==> src/rtl/if_fetch_ctrl.sv <==
// Fetch controller for the IF stage: owns the PC, drives a req/ready
// instruction memory and produces load/freeze/flush for the IF register.
module if_fetch_ctrl #(
    parameter logic [31:0] RESET_PC = 32'h0000_0000,
    parameter int unsigned MAX_WAIT = 15
) (
    input  logic        clk,
    input  logic        rst,
    input  logic        hazard_freeze,
    input  logic        branch_taken,
    input  logic [31:0] branch_addr,
    output logic        imem_req,
    output logic [31:0] imem_addr,
    input  logic        imem_ready,
    input  logic [31:0] imem_rdata,
    output logic [31:0] if_pc,
    output logic [31:0] if_instr,
    output logic        if_freeze,
    output logic        if_flush,
    output logic        fetch_timeout
);

    typedef enum logic [1:0] {S_BOOT, S_REQ, S_STALL, S_DRAIN} state_t;

    localparam logic [3:0] MAX_W = 4'(MAX_WAIT);

    state_t      r_state;
    logic [31:0] r_pc;
    logic [31:0] r_old_addr;
    logic [31:0] r_buf_instr;
    logic [31:0] r_buf_pc;
    logic [3:0]  r_wait_cnt;
    logic        r_timeout;

    state_t      w_state_nxt;
    logic [31:0] w_pc_nxt;
    logic [31:0] w_old_nxt;
    logic [31:0] w_buf_instr_nxt;
    logic [31:0] w_buf_pc_nxt;
    logic [3:0]  w_wait_nxt;
    logic [31:0] w_pc_inc;

    assign w_pc_inc      = r_pc + 32'd4;
    assign fetch_timeout = r_timeout;

    always_comb begin
        w_state_nxt     = r_state;
        w_pc_nxt        = r_pc;
        w_old_nxt       = r_old_addr;
        w_buf_instr_nxt = r_buf_instr;
        w_buf_pc_nxt    = r_buf_pc;
        imem_req        = 1'b0;
        imem_addr       = r_pc;
        if_pc           = 32'd0;
        if_instr        = 32'd0;
        if_freeze       = 1'b0;
        if_flush        = 1'b0;
        case (r_state)
            S_BOOT: begin
                if_flush    = 1'b1;
                w_state_nxt = S_REQ;
            end
            S_REQ: begin
                imem_req = 1'b1;
                if (branch_taken) begin
                    if_flush        = 1'b1;
                    w_pc_nxt        = branch_addr;
                    w_buf_instr_nxt = 32'd0;
                    w_buf_pc_nxt    = 32'd0;
                    // Pending request must finish at its original address
                    if (imem_ready) w_state_nxt = S_REQ;
                    else begin
                        w_state_nxt = S_DRAIN;
                        w_old_nxt   = r_pc;
                    end
                end else if (imem_ready) begin
                    w_pc_nxt = w_pc_inc;
                    if (hazard_freeze) begin
                        if_freeze       = 1'b1;
                        w_buf_instr_nxt = imem_rdata;
                        w_buf_pc_nxt    = w_pc_inc;
                        w_state_nxt     = S_STALL;
                    end else begin
                        if_pc    = w_pc_inc;
                        if_instr = imem_rdata;
                    end
                end else if (hazard_freeze) begin
                    if_freeze = 1'b1;
                end else begin
                    if_flush = 1'b1;
                end
            end
            S_STALL: begin
                if (branch_taken) begin
                    if_flush        = 1'b1;
                    w_pc_nxt        = branch_addr;
                    w_buf_instr_nxt = 32'd0;
                    w_buf_pc_nxt    = 32'd0;
                    w_state_nxt     = S_REQ;
                end else if (hazard_freeze) begin
                    if_freeze = 1'b1;
                end else begin
                    if_pc       = r_buf_pc;
                    if_instr    = r_buf_instr;
                    w_state_nxt = S_REQ;
                end
            end
            S_DRAIN: begin
                imem_req  = 1'b1;
                imem_addr = r_old_addr;
                if (branch_taken) begin
                    if_flush        = 1'b1;
                    w_pc_nxt        = branch_addr;
                    w_buf_instr_nxt = 32'd0;
                    w_buf_pc_nxt    = 32'd0;
                end else if (hazard_freeze) begin
                    if_freeze = 1'b1;
                end else begin
                    if_flush = 1'b1;
                end
                if (imem_ready) w_state_nxt = S_REQ;
            end
            default: w_state_nxt = S_BOOT;
        endcase
    end

    always_comb begin
        w_wait_nxt = r_wait_cnt;
        if (!imem_req || imem_ready) w_wait_nxt = 4'd0;
        else if (r_wait_cnt != 4'hF) w_wait_nxt = r_wait_cnt + 4'd1;
    end

    always_ff @(posedge clk) begin
        if (!rst) begin
            r_state     <= S_BOOT;
            r_pc        <= RESET_PC;
            r_old_addr  <= RESET_PC;
            r_buf_instr <= 32'd0;
            r_buf_pc    <= 32'd0;
            r_wait_cnt  <= 4'd0;
            r_timeout   <= 1'b0;
        end else begin
            r_state     <= w_state_nxt;
            r_pc        <= w_pc_nxt;
            r_old_addr  <= w_old_nxt;
            r_buf_instr <= w_buf_instr_nxt;
            r_buf_pc    <= w_buf_pc_nxt;
            r_wait_cnt  <= w_wait_nxt;
            r_timeout   <= r_timeout | (w_wait_nxt == MAX_W);
        end
    end

endmodule

==> config.mk <==
export PLATFORM = sky130hd
export DESIGN_NAME = if_fetch_ctrl
export DESIGN_NICKNAME = d
export VERILOG_FILES = /design/src/rtl/if_fetch_ctrl.sv
export SDC_FILE = /design/constraint.sdc
export NUM_CORES = 1
export LEC_CHECK = 0
export CORE_MARGIN = 2
export CORE_UTILIZATION = 45
export DETAILED_ROUTE_END_ITERATION = 10
export PLACE_DENSITY_LB_ADDON = 0.1
export SYNTH_ARGS = -nofsm -noshare
export SYNTH_HDL_FRONTEND = slang
export SYNTH_SLANG_ARGS = --single-unit
==> constraint.sdc <==
create_clock -name clk -period 4 [get_ports clk]
set_clock_uncertainty 0.2 [all_clocks]
set_input_delay 0.6 -clock clk [delete_from_list [all_inputs] [get_ports clk]]
set_output_delay 0.6 -clock clk [all_outputs]
set_load 0.01 [all_outputs]
Yosys cells after proc, flatten, opt, wreduce, memory -nomap -nowiden. Index checks and enable logic that the tools add are counted.

Add/subtract/negate cells: 2. Equality and inequality tests: 10. Mux-type cells: 46. Bitwise gates (word level): 2. Reductions and logical operators: 11.

Operators by type and width (count): 32-bit two-way mux (21); 32-bit one-hot mux with 2 select lines (5); 32-bit by 3-bit adder with 32-bit output, second input constant (1); 2-bit two-way mux (7); 1-bit two-way mux (9); 3-bit inequality test, second input constant (3); 4-bit two-way mux (2); 2-bit one-hot mux with 4 select lines (1); 4-bit AND reduction (2); 3-bit AND reduction (2); 4-bit by 1-bit adder with 4-bit output, second input constant (1); 2-bit == test, second input constant (2); 4-bit == test, second input constant (1); 4-bit inequality test, second input constant (1); 1-bit one-hot mux with 4 select lines (1); 2-bit OR reduction (2); 3-bit OR reduction (1); 2-bit by 1-bit == test with 1-bit output, second input constant (1); 2-bit zero test (1); 2-bit by 1-bit inequality test with 1-bit output, second input constant (1); 2-bit inequality test, second input constant (1); 2-bit nonzero test (1); 1-bit zero test (1); 1-bit logical OR (1); 2 further kinds (2).

Register bits after elaboration: 135. Input bits: 69. Output and inout bits: 100. Word-level logic and storage cells: 78.

Depth between registers and ports, before layout.
Depth after elaboration: 8. Gate-level depth with buffers: 10. Mapped depth without buffers: 7.

Least setup slack after synthesis. No wires, ideal clock.

Path kind: input port to output port. Start point: input branch_taken. End point: output if_instr[0]. Arrival: 1918 ps. Data required time: 3200 ps. Path slack: 1282 ps. Cell stages on the path: 7. Path buffers: 3. Cell sequence: clkbuf_1 nor2_1 and2_1 clkbuf_1 clkbuf_1 a22oi_1 nor2b_1.

Longest elaborated chain between the ends: 2. Elaborated cells between the ends (all ways): 3. Those cells by class: 3 x mux.

RTL lines: start, declared (RTL line 10) `input logic branch_taken,`; 32-bit two-way mux, on equally long branches (RTL line 94, 65); 32-bit one-hot mux with 2 select lines * (RTL line 58) `case (r_state)`; end, declared (RTL line 17) `output logic [31:0] if_instr,`.

Mark *: on every way between the ends. The rest lies on a longest branch, timed or not.

Worst setup path after layout.
Start point: register r_pc[3]. End point: output if_pc[20].

Longest elaborated chain between the ends: 5.

RTL lines: start, declared (RTL line 28) `logic [31:0] r_pc;`; start signal, assigned (RTL line 144) `r_pc <= w_pc_nxt;`; 32-bit by 3-bit adder with 32-bit output (RTL line 43) `assign w_pc_inc = r_pc + 32'd4;`; 32-bit two-way mux (RTL line 78) `if (hazard_freeze) begin`; 32-bit two-way mux (RTL line 76) `end else if (imem_ready) begin`; 32-bit two-way mux (RTL line 65) `if (branch_taken) begin`; 32-bit one-hot mux with 2 select lines (RTL line 58); end, declared (RTL line 16) `output logic [31:0] if_pc,`.

Every way passes these cells.

==> flow_summary.toml <==
[run_status]
status = "finished clean"

[power_and_ir_drop]
power_frac_comb_pct = 18.8
p_leak_nw = 3.402
switchingPower_mw = 1.086
p_int_mw = 2.658
power_frac_seq_pct = 39.6
power_density_mw_per_mm2 = 375.1
switching_share_pct = 29.01
ir_drop_uv = 377.6
power_frac_clock_pct = 41.7

[logic_synthesis]
syn_area_mm2 = 0.007486
syn_inst = 1003
ys_types = 59
ys_ff_latch = 135
synth_compound_area_share_pct = 21.51
yosys_warnings = 0
synth_top_family_by_area = "simple AND/OR/NAND/NOR gates"
synth-adder-area-share_pct = 1.003
async_flop_share_pct = 0
synth_xor_area_share_pct = 3.276
synthSimpleGateAreaFrac_pct = 27.29
avgSynthCellArea_um2 = 7.464
synth_nets = 1078
synthFlopType = "dfxtp_1"
synth-edff-count = 0
synth_seq_area_share_pct = 36.10
synth_mux_area_share_pct = 5.048

[routing]
vias_per_cell = 5.567
drc_errors = 0
vias = 7604
dr.pass1.iters = 5
first_iter_violations = 621
ant_nets = 0
wirelength_um = 22440
wl_per_cell_um = 16.42

[critical_path]
reg2reg_slack_ns = 1.08
critPathBufInv = 1
r2r_cells = 7
worstPathRequired_ns = 3.20
cp_top_family = "simple AND/OR/NAND/NOR gates"
r2r-start = "r_state[0]$_SDFFE_PN0P_"
worstPathMaxFanout = 8
crit_arrival_ns = 2.96
cp_slowest_cell = "clkdlybuf4s50_1"
endpoint_kind = "output port"
path_class = "register to output port"
rr_endpoint = "r_buf_pc[20]$_SDFFE_PN0P_"
critical_path.max_stage_delay_ns = 0.61
start_kind = "register"
crit_chain = "ha_1, nand2_1, nor3_2, nand4_1, xor2_1, o21ai_0, clkdlybuf4s50_1"

[floorplan]
dieArea_mm2 = 0.01768
die_h_um = 133.0
core_area_mm2 = 0.01641
io_pins = 169
start_util_pct = 45.63
die_x_um = 133.0
fp-row-count = 47

[place]
pre_cts_slack_ns = 0.3167
dp_hpwl_um = 15280
port_buffers = 168
gp_congestion = 0.8448

[timing]
relSlewSlack_pct = 46.97
worst-slew-pin-transition_ns = 0.7954
finalWorstSetupSlack_ns = 0.2435
min_period_over_period_pct = 93.91
max_freq_ghz = 0.2662
min_period_ns = 3.756
rsz0062_at_grt = "no"
setup_viol = 0
final_max_slew_viol_count = 0
fin_setup_tns_ns = 0
finalHoldViolations = 0

[layout]
final_nets = 1208
multi_input_area_mm2 = 0.004375
drive_above_1_share_pct = 10.30
num-fill-cells = 1522
diodes = 0
area_growth_pct = 33.31
register_area_mm2 = 0.002703

[clock_tree]
clk_path_buf_depth = 2
cts_tree = "built"
clock-sinks = 135
numCtsBuffers = 17
ctsResizeCount = 0
clkTransAtPathRegs_ns = 0.06
post_cts_buffers = 0
clock_latency_ns = 0.42
cts_root_buffer = "clkbuf_16"
htree_num_levels = 4
hold_buffers = 0

[global_route]
track_usage_pct = 24.81
grt_pass1_vias = 6821
grt_pass1_wl_um = 35640
grt_max_degree = 50
grt-ovfl-total = 0
antenna_found_initial = 0

[worst_hold_path]
whs_endpoint = "r_old_addr[21]$_SDFFE_PN0P_"
holdCritStartpoint = "r_old_addr[21]$_SDFFE_PN0P_"
hold_class = "register to register"
hold_depth = 2

[job]
maxCapViolCount = 0
==> sequential cells by signal (all words and copies together), names as in the netlist <==
signal / cells
r_buf_pc: 32
r_pc: 32
r_buf_instr: 32
fetch_timeout: 1
r_old_addr: 32
r_state: 2
r_wait_cnt: 4
==> layout by cell type, fill, tap and decap left out, types with 6 or more instances in the layout <==
cell               n
nor3_1            12
and3_1             7
clkdlybuf4s50_1  168
o21ai_0           63
mux2_2            30
clkinvlp_4         6
o22ai_1            7
nor2b_1           44
clkbuf_16         17
nand3_1           59
xor2_1            23
inv_1              9
nand2_1          207
a22oi_1           47
buf_4             37
a31oi_1           12
and2_1             6
a22o_1             7
dfxtp_1          135
a21oi_1          100
nand4_1           13
nor2_1            43
==> layer usage <==
metal,part of all wire (%),vias to the layer above,track usage [%],routed length (um)
li1,-,3756,-,-
met1,46,3568,34.33,10260
met2,47,253,39.75,10530
met3,5.8,27,5.172,1304
met4,1.5,0,5.914,335
met5,0,-,0,0
==> power groups by stage <==
stage / combinational (mW) / clock [mW] / sequential, mW
6_report: 0.702 / 1.56 / 1.48
4_1_cts: 0.702 / 1.58 / 1.48
3_3_place_gp: 0.696 / 0 / 1.51
5_1_grt: 0.765 / 1.64 / 1.49
3_5_place_dp: 0.699 / 0 / 1.51
2_1_floorplan: 0.438 / 0 / 1.47
==> worst max-delay path by stage <==
| stage | start | to | slack, ns | cells after the start |
|---|---|---|---|---|
| after floorplan | branch_taken | if_instr[0] | 1.28 | 7 |
| after global placement | hazard_freeze | if_pc[12] | 0.37 | 7 |
| after detailed placement | hazard_freeze | if_pc[12] | 0.32 | 7 |
| after CTS | r_pc[13]$_SDFFE_PN0P_ | if_pc[31] | 0.04 | 6 |
| after global routing | r_pc[3]$_SDFFE_PN0P_ | if_pc[16] | 0.05 | 6 |
| final | r_pc[3]$_SDFFE_PN0P_ | if_pc[20] | 0.24 | 7 |
==> logic make-up (layout without fill, tap and decap cells) <==
logic type,after synthesis,after routing
simple gates,426,426
compound gates,268,268
flops,135,135
buf+inv,106,249
mux,34,34
xor+xnor,28,28
fa+ha+maj,6,6
==> Yosys cell counts, types with 2 or more instances <==
cell type,instances,share of area [%]
nor3_2,3,0.40
ha_1,6,1.0
xnor2_1,5,0.58
o211ai_1,3,0.30
inv_1,10,0.50
and2_1,6,0.50
a21oi_1,101,6.8
nor3_1,12,0.80
nand3b_1,2,0.20
nor2b_1,44,3.7
o21a_1,3,0.30
buf_1,13,0.65
or4_1,3,0.30
o22ai_1,7,0.58
nand2_1,207,10
o21ai_0,63,4.2
nand2b_1,3,0.25
nand3_1,59,3.9
and3_1,7,0.58
a22o_1,7,0.82
buf_2,18,1.2
nand4_4,3,0.85
and4_1,3,0.35
clkbuf_1,61,3.1
o31a_1,3,0.35
o311ai_0,2,0.23
dfxtp_1,135,36
a31oi_1,12,1.0
nor4_1,3,0.25
mux2_2,30,4.5
or3_1,6,0.50
a22oi_1,47,4.7
nor2_2,2,0.17
clkbuf_2,3,0.20
nand4_1,13,1.1
a211o_1,3,0.35
mux2i_1,4,0.53
a21boi_0,5,0.50
xor2_1,23,2.7
nor2_1,44,2.2
==> worst reg2reg max path: cells and delay by family (launching register included) <==
| kind | cells | cell delay (ns) |
|---|---|---|
| simple gates | 2 | 1.08 |
| compound gates | 2 | 0.30 |
| buf+inv | 2 | 0.49 |
| flops | 1 | 0.46 |
| fa+ha+maj | 1 | 0.32 |
==> cell type report <==
type,count,share of cell area [%]
inverter,10,0.3761
clock buffer,18,4.401
sequential,135,27.08
multi-input combinational,762,43.84
timing repair buffer,207,20.04
tap,220,2.758
clock inverter,14,1.505
==> per-stage QoR <==
stage | cells | hold slack, ns | utilization, % | instance area, um2 | power [mW]
after floorplan | 1003 | 0.2249 | - | 7486 | 1.908
after global placement | 1332 | 0.2330 | 57.14 | 9375 | 2.203
after detailed placement | 1332 | 0.2429 | 57.14 | 9375 | 2.208
after CTS | 1364 | 0.2510 | 60.73 | 9965 | 3.762
after global routing | 1366 | 0.2642 | 60.83 | 9980 | 3.897
final | 1366 | 0.2506 | 60.83 | 9980 | 3.743
Power figures use the tool's default switching activity.
